## src/rtl/alu_fitness_monitor.sv

```systemverilog
// Coverage-feedback monitor: records OP/operand-class bins over a window of accepted ALU
// transfers and reports the distinct-bin count. Define FITNESS_OPB_BINS_EN to add operand-B class bins.
module alu_fitness_monitor #(
  parameter int DATA_WIDTH  = 8,
  parameter int TRANS_COUNT = 100
) (
  input  logic                  CLK,
  input  logic                  RST,
  input  logic                  START,
  input  logic                  ALU_ACT,
  input  logic                  ALU_RDY,
  input  logic [3:0]            OP,
  input  logic [1:0]            MOVI,
  input  logic [DATA_WIDTH-1:0] REG_A,
  input  logic [DATA_WIDTH-1:0] REG_B,
  input  logic [DATA_WIDTH-1:0] MEM,
  input  logic [DATA_WIDTH-1:0] IMM,
  output logic                  BUSY,
  output logic                  FIT_VLD,
  input  logic                  FIT_ACK,
  output logic [7:0]            FITNESS,
  output logic [15:0]           ILLEGAL_CNT
);

`ifdef FITNESS_OPB_BINS_EN
  localparam int NBINS = 144;
`else
  localparam int NBINS = 96;
`endif
  localparam int CNT_W = (TRANS_COUNT < 2) ? 1 : $clog2(TRANS_COUNT + 1);
  localparam int IDX_W = $clog2(NBINS);
  localparam logic [NBINS-1:0] ONE_HOT0 = NBINS'(1);

  typedef enum logic [1:0] {IDLE, RUN, COUNT, REPORT} state_t;

  state_t           state;
  logic [NBINS-1:0] bitmap;
  logic [NBINS-1:0] hits;
  logic [NBINS-1:0] scan_vec;
  logic [CNT_W-1:0] cnt;
  logic [IDX_W-1:0] scan_idx;
  logic             bit_p0;
  logic             last_p0;
  logic             vld_p0;
  logic             xfer;

  // Operand class: 0 = zero, 1 = all-ones, 2 = anything else
  function automatic logic [7:0] op_class(input logic [DATA_WIDTH-1:0] v);
    if (v == '0)      return 8'd0;
    else if (&v)      return 8'd1;
    else              return 8'd2;
  endfunction

  function automatic logic [7:0] bin_base(input logic [3:0] op);
    return {4'b0, op} * 8'd3;
  endfunction

  function automatic logic [DATA_WIDTH-1:0] opb_sel(input logic [1:0] movi,
                                                    input logic [DATA_WIDTH-1:0] rb,
                                                    input logic [DATA_WIDTH-1:0] mem,
                                                    input logic [DATA_WIDTH-1:0] imm);
    case (movi)
      2'b00:   return rb;
      2'b01:   return mem;
      default: return imm;
    endcase
  endfunction

  assign xfer     = ALU_ACT && ALU_RDY;
  assign scan_vec = bitmap >> scan_idx;

  // Bins touched by the transfer currently on the bus
  always_comb begin
    hits = '0;
    if (MOVI != 2'b11)
      hits = hits | (ONE_HOT0 << (bin_base(OP) + {6'b0, MOVI}));
    hits = hits | (ONE_HOT0 << (8'd48 + bin_base(OP) + op_class(REG_A)));
`ifdef FITNESS_OPB_BINS_EN
    if (MOVI != 2'b11)
      hits = hits | (ONE_HOT0 << (8'd96 + bin_base(OP) + op_class(opb_sel(MOVI, REG_B, MEM, IMM))));
`endif
  end

  always_ff @(posedge CLK) begin
    if (RST) begin
      state       <= IDLE;
      BUSY        <= 1'b0;
      FIT_VLD     <= 1'b0;
      FITNESS     <= '0;
      ILLEGAL_CNT <= '0;
      bitmap      <= '0;
      cnt         <= '0;
      scan_idx    <= '0;
      bit_p0      <= 1'b0;
      last_p0     <= 1'b0;
      vld_p0      <= 1'b0;
    end else begin
      case (state)
        IDLE: begin
          if (START) begin
            state       <= RUN;
            BUSY        <= 1'b1;
            bitmap      <= '0;
            cnt         <= '0;
            ILLEGAL_CNT <= '0;
            FITNESS     <= '0;
            scan_idx    <= '0;
            vld_p0      <= 1'b0;
          end
        end
        RUN: begin
          if (xfer) begin
            bitmap <= bitmap | hits;
            cnt    <= cnt + 1'b1;
            if (MOVI == 2'b11 && ILLEGAL_CNT != 16'hFFFF)
              ILLEGAL_CNT <= ILLEGAL_CNT + 16'd1;
            if (cnt == CNT_W'(TRANS_COUNT - 1))
              state <= COUNT;
          end
        end
        COUNT: begin
          // p0: sample one bitmap bit per cycle; p1: accumulate into FITNESS
          if (vld_p0 && last_p0) begin
            state   <= REPORT;
            FIT_VLD <= 1'b1;
            vld_p0  <= 1'b0;
          end else begin
            bit_p0   <= scan_vec[0];
            last_p0  <= (scan_idx == IDX_W'(NBINS - 1));
            vld_p0   <= 1'b1;
            scan_idx <= scan_idx + 1'b1;
          end
          if (vld_p0)
            FITNESS <= FITNESS + {7'b0, bit_p0};
        end
        REPORT: begin
          if (FIT_ACK) begin
            state   <= IDLE;
            FIT_VLD <= 1'b0;
            BUSY    <= 1'b0;
          end
        end
        default: state <= IDLE;
      endcase
    end
  end

endmodule

```

## config.mk

```make
export PLATFORM = sky130hd
export DESIGN_NAME = alu_fitness_monitor
export DESIGN_NICKNAME = d
export VERILOG_FILES = /design/src/rtl/alu_fitness_monitor.sv
export SDC_FILE = /design/constraint.sdc
export NUM_CORES = 1
export LEC_CHECK = 0
export CAP_MARGIN = 40
export CORE_MARGIN = 5
export CORE_UTILIZATION = 50
export CTS_BUF_LIST = sky130_fd_sc_hd__clkbuf_8
export CTS_CLUSTER_SIZE = 40
export DETAILED_ROUTE_END_ITERATION = 6
export HOLD_SLACK_MARGIN = 0.12
export PLACE_DENSITY = 0.74
export SYNTH_ARGS = -nofsm -noshare
export SYNTH_HDL_FRONTEND = slang
export SYNTH_SLANG_ARGS = --single-unit
```

## constraint.sdc

```tcl
create_clock -name CLK -period 2.9 [get_ports CLK]
set_input_delay 0.58 -clock CLK [delete_from_list [all_inputs] [get_ports CLK]]
set_output_delay 0.58 -clock CLK [all_outputs]
set_load 0.03 [all_outputs]
```

==> metrics, run 1 <==
run status=completed; Pre-antenna DRT Iters=5; Period Utilization, post-route=94.7%; Warnings, synthesis=0; H-Tree Depth=4; Sink Count=141; Sum Neg Setup Slack=0 ps; largest stage delay on the critical path=420 ps; total wire length=17.7 mm; syn nets=809; Final ANT Viol Nets=0; top cells by area, synth=dfxtp_1 (41%), mux4_2 (8.1%), nand2_1 (4.9%); number of synthesized flops with an enable pin=0; clk_lat worst skew=460 ps; Resized cells post-CTS=0; post-synth top area cell=dfxtp_1; Fmax=364 MHz; Filler Cell Count=1,155; Worst VDD drop=0.338 mV; Crit Reg-Reg Startpoint=state[1]; max cap viols=0; Area Overhead vs Synth=23.8%; CP Data Arrival Time=3140 ps; Mapped Area=6930 µm²; crit end category=flip-flop; WHS Path Cells=2; LEAKAGE=3.05 nW; vias per cell=5.99; CP Class=in2reg; end of the worst hold path=bitmap[80]; top_reg_cell synth=dfxtp_1; initial core utilization=50.5%; Setup violations, final=0; Most common cell on crit path=xnor2_1; Finished Layout Cells=1,037; HP Start=bitmap[80]; Final Cell Area=8580 µm²; CTS tree=done; setup ws final=154 ps; worst reg2reg endpoint=ILLEGAL_CNT[4]; final hold slack=461 ps; Seq/Total Area, Yosys=40.7%; largest net degree at the start of global routing=38; die span in y=128 µm; crit-path max FO=13; Seq cells post-synth=141; I/O pin total=70; count leader, synth=dfxtp_1; Die ar.=16,300 µm²; Cells after Synth=744; Placer Congestion=0.896; Core Region=13,700 µm²; post-DR wirelength/cell=17.1 µm; CTS Buffer Depth=2; pre-CTS WS=-435 ps; crit start category=input port; num rows=43; Register-to-Register Path Depth=9; Final Hold Violating Endpoints=0; layout cells sized above 1=18.8%; GRT Total Usage=22.7%; Final nets=909; CP cell instances=clkdlybuf4s50_1, ha_1, fa_1, xnor2_1, buf_4, nand3_1, xnor2_1, or3_1, a21oi_2, buf_12, a32o_1; fin crit period=2750 ps; Worst R2R Setup Slack=410 ps; Worst-path clk slew=80 ps; Post-CTS Setup Repair Bufs=0; Buffers on Ports=45; CTS Hold Buffers Added=0; Post-synth top cells=dfxtp_1 (141), nand2_1 (90), nor2_1 (71), clkbuf_1 (29); top-area cell type share of the netlist area=40.7%; DP Area=8090 µm²; skew final=10.2 ps; # diodes=0; Pwr per Cell Area=608 nW/µm²; clk root buf=clkbuf_8; Residual DRC=0; Worst-Margin Slew=785 ps; Hold WC Path Type=reg2reg; Vias=6,215; Slew Viols, Final=0; Yosys cell types=65; initial antenna violation count=0; cell total after placement=1,005; number of global-route vias before repair=6,139; syn avg cell area=9.31 µm²; slowest cell on the critical path=clkdlybuf4s50_1; dpl hpwl=13.3 mm; 1st-iter DRT viols=513; CTS buffer count=17; relative max-transition margin=47.6%; required time of the critical path=3300 ps; first-pass GRT wire length=30.1 mm; asr flop ratio synth=0%; die width=128 µm; Overflow after GRT=0
final cells by class:
class / count / area (µm²) / area share, %
Clock buffer: 18 / 248 / 2.89
Clock inverter: 14 / 198 / 2.30
Inverter: 14 / 52.6 / 0.613
Multi-Input combinational cell: 544 / 3910 / 45.6
Sequential cell: 141 / 2820 / 32.9
Tap cell: 180 / 225 / 2.63
Timing Repair Buffer: 126 / 1120 / 13.1
power by group:
part | leakage, nW | total, mW | internal (mW) | switching, mW
combinational | 1.69 | 1.45 | 0.555 | 0.890
clock | 0.222 | 1.74 | 0.909 | 0.834
sequential | 1.14 | 2.03 | 1.98 | 0.0481
total | 3.05 | 5.21 | 3.44 | 1.77
cell families (layout without fill, tap and decap cells):
logic type / after synthesis / after routing / synth area share [%]
buf+inv: 59 / 172 / 3.63
simple gates: 288 / 288 / 20.0
compound gates: 157 / 157 / 16.4
fa+ha+maj: 21 / 21 / 4.12
xor+xnor: 41 / 41 / 5.18
flops: 141 / 141 / 40.7
mux: 37 / 37 / 9.90
worst max-delay path, delay by kind of cell:
family / cells / cell delay [ps]
AOI/OAI and AO/OA: 2 / 360
adders and majority gates: 2 / 640
buffers and inverters: 3 / 780
xor gates and xnor gates: 2 / 310
and+or+nand+nor: 2 / 470
worst max-delay path by stage:
| stage | start | endpoint | slack, ps |
|---|---|---|---|
| after floorplan | OP[0] | bitmap[69] | 100 |
| after detailed placement | OP[0] | bitmap[56] | -430 |
| after global placement | OP[0] | bitmap[68] | -270 |
| after global routing | REG_A[6] | bitmap[72] | -5 |
| after CTS | OP[0] | bitmap[56] | 50 |
| final | OP[0] | bitmap[70] | 150 |
metrics by stage:
stage / total power [mW] / util [%]
6_report: 5.21 / 62.5
5_1_grt: 5.47 / 62.5
4_1_cts: 5.20 / 62.2
3_5_place_dp: 3.47 / 59.0
3_3_place_gp: 3.43 / 59.0
2_1_floorplan: 2.90 / -
routing by layer:
layer  up-vias  wire, µm  GRT usage (%)
met3        40      1180           4.33
li1       2955         -              -
met1      3014      7570           30.1
met2       206      8490           36.6
met4         0       489           9.24
met5         -         0              0
cells in the final DEF, fill, tap and decap left out, drive strengths merged, types with 4 or more instances in the layout:
| cell | instances |
|---|---|
| dfxtp | 141 |
| nand2 | 90 |
| buf | 81 |
| nor2 | 72 |
| clkdlybuf4s50 | 45 |
| o21ai | 31 |
| nand3 | 28 |
| a32o | 28 |
| nor3 | 26 |
| mux4 | 25 |
| a21oi | 23 |
| xnor2 | 22 |
| inv | 22 |
| a31oi | 21 |
| xor2 | 19 |
| ha | 18 |
| clkbuf | 18 |
| nand4 | 16 |
| o221ai | 15 |
| mux2i | 10 |
| and3 | 7 |
| or3 | 7 |
| nor2b | 7 |
| nor4 | 6 |
| and2 | 6 |
| nand2b | 6 |
| a22o | 6 |
| o31ai | 4 |
| a21o | 4 |
registers in the layout (all words and copies together) (netlist names):
| name | count |
|---|---|
| scan_idx | 7 |
| FIT_VLD | 1 |
| cnt | 7 |
| bitmap | 96 |
| last_p0 | 1 |
| vld_p0 | 1 |
| ILLEGAL_CNT | 16 |
| FITNESS | 8 |
| state | 2 |
| BUSY | 1 |
| bit_p0 | 1 |
Note: power is estimated with default switching activity, not from simulation.
==> inputs of run 2 (changes only) <==
Settings changed: CELL_PAD_IN_SITES_DETAIL_PLACEMENT set to 1, CELL_PAD_IN_SITES_GLOBAL_PLACEMENT set to 2, CORE_UTILIZATION 50 to 33, GPL_TIMING_DRIVEN set to 0, PLACE_DENSITY 0.74 to 0.77.
==> run 2 against run 1 <==
Clock skew rose by 3.3 ps. Final area up 1.2%. Critical path depth down 2. Sequential share of layout area shrank 0.38 points. Die area grew 47%. Final cell count up 7.3%. First-iteration DRC count shrank 21%. Sequential power is essentially flat. Sequential cell count unchanged. Clock-buffer cell count decreased by 1. Utilization is 21 points lower. Hold slack about the same. Largest power group unchanged.
==> metrics, run 2 (same netlist as run 1, synthesis figures left out) <==
crit end category=flip-flop (unchanged); max cap viols=0 (unchanged); CTS Buffer Depth=2 (unchanged); total wire length=21.9 mm (was 17.7 mm); Die ar.=24,000 µm² (was 16,300 µm²); WHS Path Cells=2 (unchanged); H-Tree Depth=4 (unchanged); most flop-heavy register=bitmap (unchanged); Fmax=356 MHz (was 364 MHz); Hold WC Path Type=reg2reg (unchanged); Final ANT Viol Nets=0 (unchanged); clk_lat worst skew=470 ps (was 460 ps); LEAKAGE=2.92 nW (was 3.05 nW); Placer Congestion=0.858 (was 0.896); die width=155 µm (was 128 µm); Worst-Margin Slew=703 ps (was 785 ps); Register-to-Register Path Depth=8 (was 9); Slew Viols, Final=0 (unchanged); crit start category=input port (unchanged); HP Start=bitmap[28] (was bitmap[80]); Worst R2R Setup Slack=190 ps (was 410 ps); number of global-route vias before repair=6,230 (was 6,139); Sink Count=141 (unchanged); # diodes=0 (unchanged); Pre-antenna DRT Iters=4 (was 5); Final nets=890 (was 909); Residual DRC=0 (unchanged); CP Data Arrival Time=3190 ps (was 3140 ps); Setup violations, final=0 (unchanged); Pwr Total=5.17 mW (was 5.21 mW); Int Power=3.19 mW (was 3.44 mW); switching portion of total power=38.3% (was 34.0%); first-pass GRT wire length=34.4 mm (was 30.1 mm); setup ws final=89.6 ps (was 154 ps); Worst VDD drop=0.316 mV (was 0.338 mV); Worst-path clk slew=90 ps (was 80 ps); Period Utilization, post-route=96.9% (was 94.7%); 1st-iter DRT viols=406 (was 513); run status=completed (unchanged); CTS tree=done (unchanged); Final Hold Violating Endpoints=0 (unchanged); Core Region=20,800 µm² (was 13,700 µm²); Overflow after GRT=0 (unchanged); Vias=6,189 (was 6,215); worst reg2reg endpoint=bitmap[54] (was ILLEGAL_CNT[4]); Pwr per Cell Area=596 nW/µm² (was 608 nW/µm²); max FFs per register=96 (unchanged); clk root buf=clkbuf_8 (unchanged); skew final=13.5 ps (was 10.2 ps); most common cell after layout, fill and taps aside=dfxtp_1 (unchanged); Crit Reg-Reg Startpoint=state[1] (unchanged); Seq pwr share=39.0% (was 38.8%); pre-CTS WS=-1010 ps (was -435 ps); num rows=53 (was 43); Final Cell Area=8680 µm² (was 8580 µm²); initial core utilization=33.3% (was 50.5%); Clk pwr share=31.5% (was 33.4%); most frequent cells in the layout=dfxtp_1 (141), nand2_1 (87), nor2_1 (68) (was dfxtp_1 (141), nand2_1 (90), buf_4 (76)); dpl hpwl=16.3 mm (was 13.3 mm); die span in y=155 µm (was 128 µm); Area Overhead vs Synth=25.3% (was 23.8%); largest net degree at the start of global routing=17 (was 38); Psw=1.98 mW (was 1.77 mW); GRT Total Usage=18.1% (was 22.7%); DP Area=7720 µm² (was 8090 µm²); relative max-transition margin=52.9% (was 47.6%); I/O pin total=70 (unchanged); CP Class=in2reg (unchanged); end of the worst hold path=bitmap[28] (was bitmap[80]); Sum Neg Setup Slack=0 ps (unchanged); initial antenna violation count=0 (unchanged); Buffers on Ports=44 (was 45); post-DR wirelength/cell=19.7 µm (was 17.1 µm); CTS Hold Buffers Added=0 (unchanged); post-layout util=41.7% (was 62.5%); crit-path max FO=10 (was 13); layout cells sized above 1=18.4% (was 18.8%); vias per cell=5.56 (was 5.99); Filler Cell Count=2,417 (was 1,155); required time of the critical path=3280 ps (was 3300 ps); Comb pwr share=29.5% (was 27.7%); CTS buffer count=17 (unchanged); fin crit period=2810 ps (was 2750 ps); biggest regs=bitmap: 96 flops, ILLEGAL_CNT: 16 flops, FITNESS: 8 flops (unchanged)
[run 2: cell count changes in the layout (fill, tap and decap cells not counted), moves of 4 or more]
cell and change:
buf_12 -4, clkbuf_1 +24, nor3_1 -9, xnor2_1 -4, buf_4 -57, buf_6 +4, buf_2 +8, nor3_4 +6
[run 2: worst max-delay path by stage]
stage | startpoint | endpoint | slack [ps] | depth (start not counted)
after floorplan | OP[0] | bitmap[69] | 100 | 10
after global placement | OP[0] | bitmap[81] | -1050 | 8
after detailed placement | OP[0] | bitmap[62] | -1010 | 9
after CTS | OP[0] | bitmap[72] | -40 | 11
after global routing | OP[2] | bitmap[63] | -40 | 9
final | OP[2] | bitmap[54] | 90 | 9
[run 2: metal layers]
layer | GRT usage [%] | vias up | part of all wire [%]
met4 | 4.96 | 0 | 1.3
met3 | 2.98 | 24 | 3.2
li1 | - | 2919 | -
met2 | 30.0 | 115 | 48
met5 | 0 | - | 0
met1 | 24.4 | 3131 | 47
[run 2: stage by stage]
stage          hold WS (ps)  std cells
6_report                461       1113
5_1_grt                 487       1113
4_1_cts                 463       1099
3_5_place_dp            446       1065
3_3_place_gp            431       1063
2_1_floorplan           420        744
[run 2: power groups by stage]
stage | combinational [mW] | sequential [mW] | clock [mW]
floorplan | 0.841 | 2.06 | 0
global placement | 1.23 | 2.06 | 0
detailed placement | 1.27 | 2.06 | 0
CTS | 1.37 | 2.02 | 1.66
global route | 1.66 | 2.03 | 1.74
finish | 1.52 | 2.02 | 1.63
[run 2: what timing repair did]
item                       in CTS  in global routing
setup endpoints to repair      96                 85
buffers inserted                2                 15
gates resized for setup        44                 49
pin swaps                       3                  9
gates cloned                    0                  0
[run 2: critical path: stages]
cell and delay (ps):
clkdlybuf4s50_1 590, inv_1 80, ha_1 400, o21bai_2 260, xor2_2 140, clkbuf_4 240
or3_1 440, clkbuf_2 230, o221ai_1 230
[run 2: layout make-up]
type                       instances  area, µm²  area share, %
clock buffer                      17        234           2.70
inverter                          14       52.6          0.605
multi-input combinational        544       4240           48.8
buffer                            44        225           2.59
sequential                       141       2820           32.5
clock inverter                    15        168           1.93
tap                              275        344           3.96
timing repair buffer              63        596           6.86
==> inputs of run 3 (changes only) <==
Settings changed: CORE_UTILIZATION 33 to 30, MAX_ROUTING_LAYER set to met4, PLACE_DENSITY 0.77 to 0.71.
==> run 3 against run 2 <==
Final cell count rose by 1.2%. Combinational power fell by 3%. Non-clock buffer count rose by 3. Total power rose by 0.30%. Clock power rose by 4%. Global-route usage rose by 0.059 points. Critical path depth rose by 1. Utilization fell by 3.6 points. First-iteration DRC count fell by 19%. Sequential cell count did not move. Maximum frequency fell by 0.71%. Critical path type unchanged. Critical endpoint is now bitmap[92]. Largest power group unchanged.
==> metrics, run 3 (same netlist as run 1, synthesis figures left out) <==
I/O pin total=70 (unchanged); Core Region=22,700 µm² (was 20,800 µm²); initial core utilization=30.5% (was 33.3%); post-layout util=38.1% (was 41.7%); initial antenna violation count=0 (unchanged); required time of the critical path=3300 ps (was 3280 ps); Sink Count=141 (unchanged); fin crit period=2830 ps (was 2810 ps); largest net degree at the start of global routing=17 (unchanged); cell total after placement=1,076 (was 1,065); die span in y=162 µm (was 155 µm); cell family with most CP delay=buffers and inverters (unchanged); Slew Viols, Final=0 (unchanged); CP Data Arrival Time=3230 ps (was 3190 ps); 1st-iter DRT viols=329 (was 406); num rows=55 (was 53); slowest cell on the critical path=fa_2 (was clkdlybuf4s50_1); GRT Total Usage=18.1% (about the same); Fmax=353 MHz (was 356 MHz); crit end category=flip-flop (unchanged); Final nets=893 (was 890); Worst VDD drop=0.275 mV (was 0.316 mV); Setup violations, final=0 (unchanged); Finished Layout Cells=1,126 (was 1,113); Die ar.=26,200 µm² (was 24,000 µm²); layout cells sized above 1=17.7% (was 18.4%); # diodes=0 (unchanged); metal3 WL=759 µm (was 709 µm); max cap viols=0 (unchanged); Worst-path clk slew=80 ps (was 90 ps); CP Class=in2reg (unchanged); number of global-route vias before repair=6,533 (was 6,230); Final Hold Violating Endpoints=0 (unchanged); Most common cell on crit path=nor2b_1; dpl hpwl=17.3 mm (was 16.3 mm); CTS tree=done (unchanged); clk root buf=clkbuf_8 (unchanged); Vias=6,171 (was 6,189); crit start category=input port (unchanged); Period Utilization, post-route=97.6% (was 96.9%); Final ANT Viol Nets=0 (unchanged); largest stage delay on the critical path=580 ps (was 590 ps); run status=completed (unchanged); total wire length=23.0 mm (was 21.9 mm); relative max-transition margin=44.0% (was 52.9%); CP cell instances=clkdlybuf4s50_1, nand4_1, nor2_2, ha_1, inv_1, fa_2, nor2b_1, clkbuf_1, nor2b_1, a32o_1 (was clkdlybuf4s50_1, inv_1, ha_1, o21bai_2, xor2_2, clkbuf_4, or3_1, clkbuf_2, o221ai_1); Pwr per Cell Area=600 nW/µm² (was 596 nW/µm²); CTS Buffer Depth=2 (unchanged); setup ws final=69.5 ps (was 89.6 ps); Pre-antenna DRT Iters=6 (was 4); max FFs per register=96 (unchanged); wire length on met2=11.2 mm (was 10.6 mm); clk_lat worst skew=460 ps (was 470 ps); most common cell after layout, fill and taps aside=dfxtp_1 (unchanged); Pwr Total=5.19 mW (was 5.17 mW); skew final=14.7 ps (was 13.5 ps); metal1 wirelength=10.7 mm (was 10.3 mm); Overflow after GRT=0 (unchanged); Placer Congestion=0.840 (was 0.858); CTS buffer count=17 (unchanged); Worst-Margin Slew=837 ps (was 703 ps); Hold WC Path Type=reg2reg (unchanged); biggest regs=bitmap: 96 flops, ILLEGAL_CNT: 16 flops, FITNESS: 8 flops (unchanged); H-Tree Depth=4 (unchanged); die width=162 µm (was 155 µm); Residual DRC=0 (unchanged); Buffers on Ports=44 (unchanged); LEAKAGE=2.94 nW (was 2.92 nW); Critical path buffers and inverters=3 (was 4); post-DR wirelength/cell=20.4 µm (was 19.7 µm); first-pass GRT wire length=36.4 mm (was 34.4 mm); max layer used=met4 (unchanged); pre-CTS WS=-1150 ps (was -1010 ps); Area Overhead vs Synth=24.8% (was 25.3%); most frequent cells in the layout=dfxtp_1 (141), nand2_1 (89), nor2_1 (68) (was dfxtp_1 (141), nand2_1 (87), nor2_1 (68)); most flop-heavy register=bitmap (unchanged); vias per cell=5.48 (was 5.56); crit-path max FO=8 (was 10)
## run 3: power by group
group	internal (mW)	total [mW]	switching (mW)
combinational	0.461	1.47	1.01
clock	0.800	1.69	0.893
sequential	1.98	2.02	0.0425
total	3.24	5.19	1.95
## run 3: timing repair
item                       in CTS  in global routing
pin swaps                       5                 10
setup endpoints to repair      96                 83
gates resized for setup        45                 40
setup buffers                   6                 11
gates cloned                    0                  2
hold buffers                    0                  0
## run 3: cell type report
type,count,area (µm²)
clock buffers,17,234
fillers,2619,14100
plain buffers,44,228
multi-input cells,544,4170
well taps,285,357
clock inverters,15,178
inverters,14,52.6
flip-flops and latches,141,2820
repair buffers,66,607
## run 3: path summary, 6_finish.rpt
kind / slack [ps] / from / to / cells past startpoint
worst min-delay path: 460 / bitmap[26] / bitmap[26] / 2
worst min register to register: 460 / bitmap[26] / bitmap[26] / 2
worst max-delay path: 70 / REG_A[7] / bitmap[92] / 10
worst max register to register: 290 / state[0] / bitmap[89] / 8
## run 3: worst reg2reg max path, delay by kind of cell (launching register included)
family / cells / cell delay, ps
fa+ha+maj: 1 / 300
buf+inv: 2 / 560
compound gates: 1 / 200
flops: 1 / 380
simple gates: 4 / 1100
## run 3: layer usage
| metal | track usage (%) | vias up |
|---|---|---|
| li1 | - | 2923 |
| met1 | 23.5 | 3103 |
| met2 | 29.7 | 120 |
| met3 | 2.59 | 25 |
| met4 | 5.19 | 0 |
| met5 | - | - |
## run 3: metrics by stage
step                TNS (ps)  hold WS, ps  area (µm²)
global route            -119          491        8650
CTS                    -32.3          465        8400
floorplan                  0          420        6930
finish                     0          463        8650
global placement      -80950          430        7730
detailed placement    -86790          444        7740
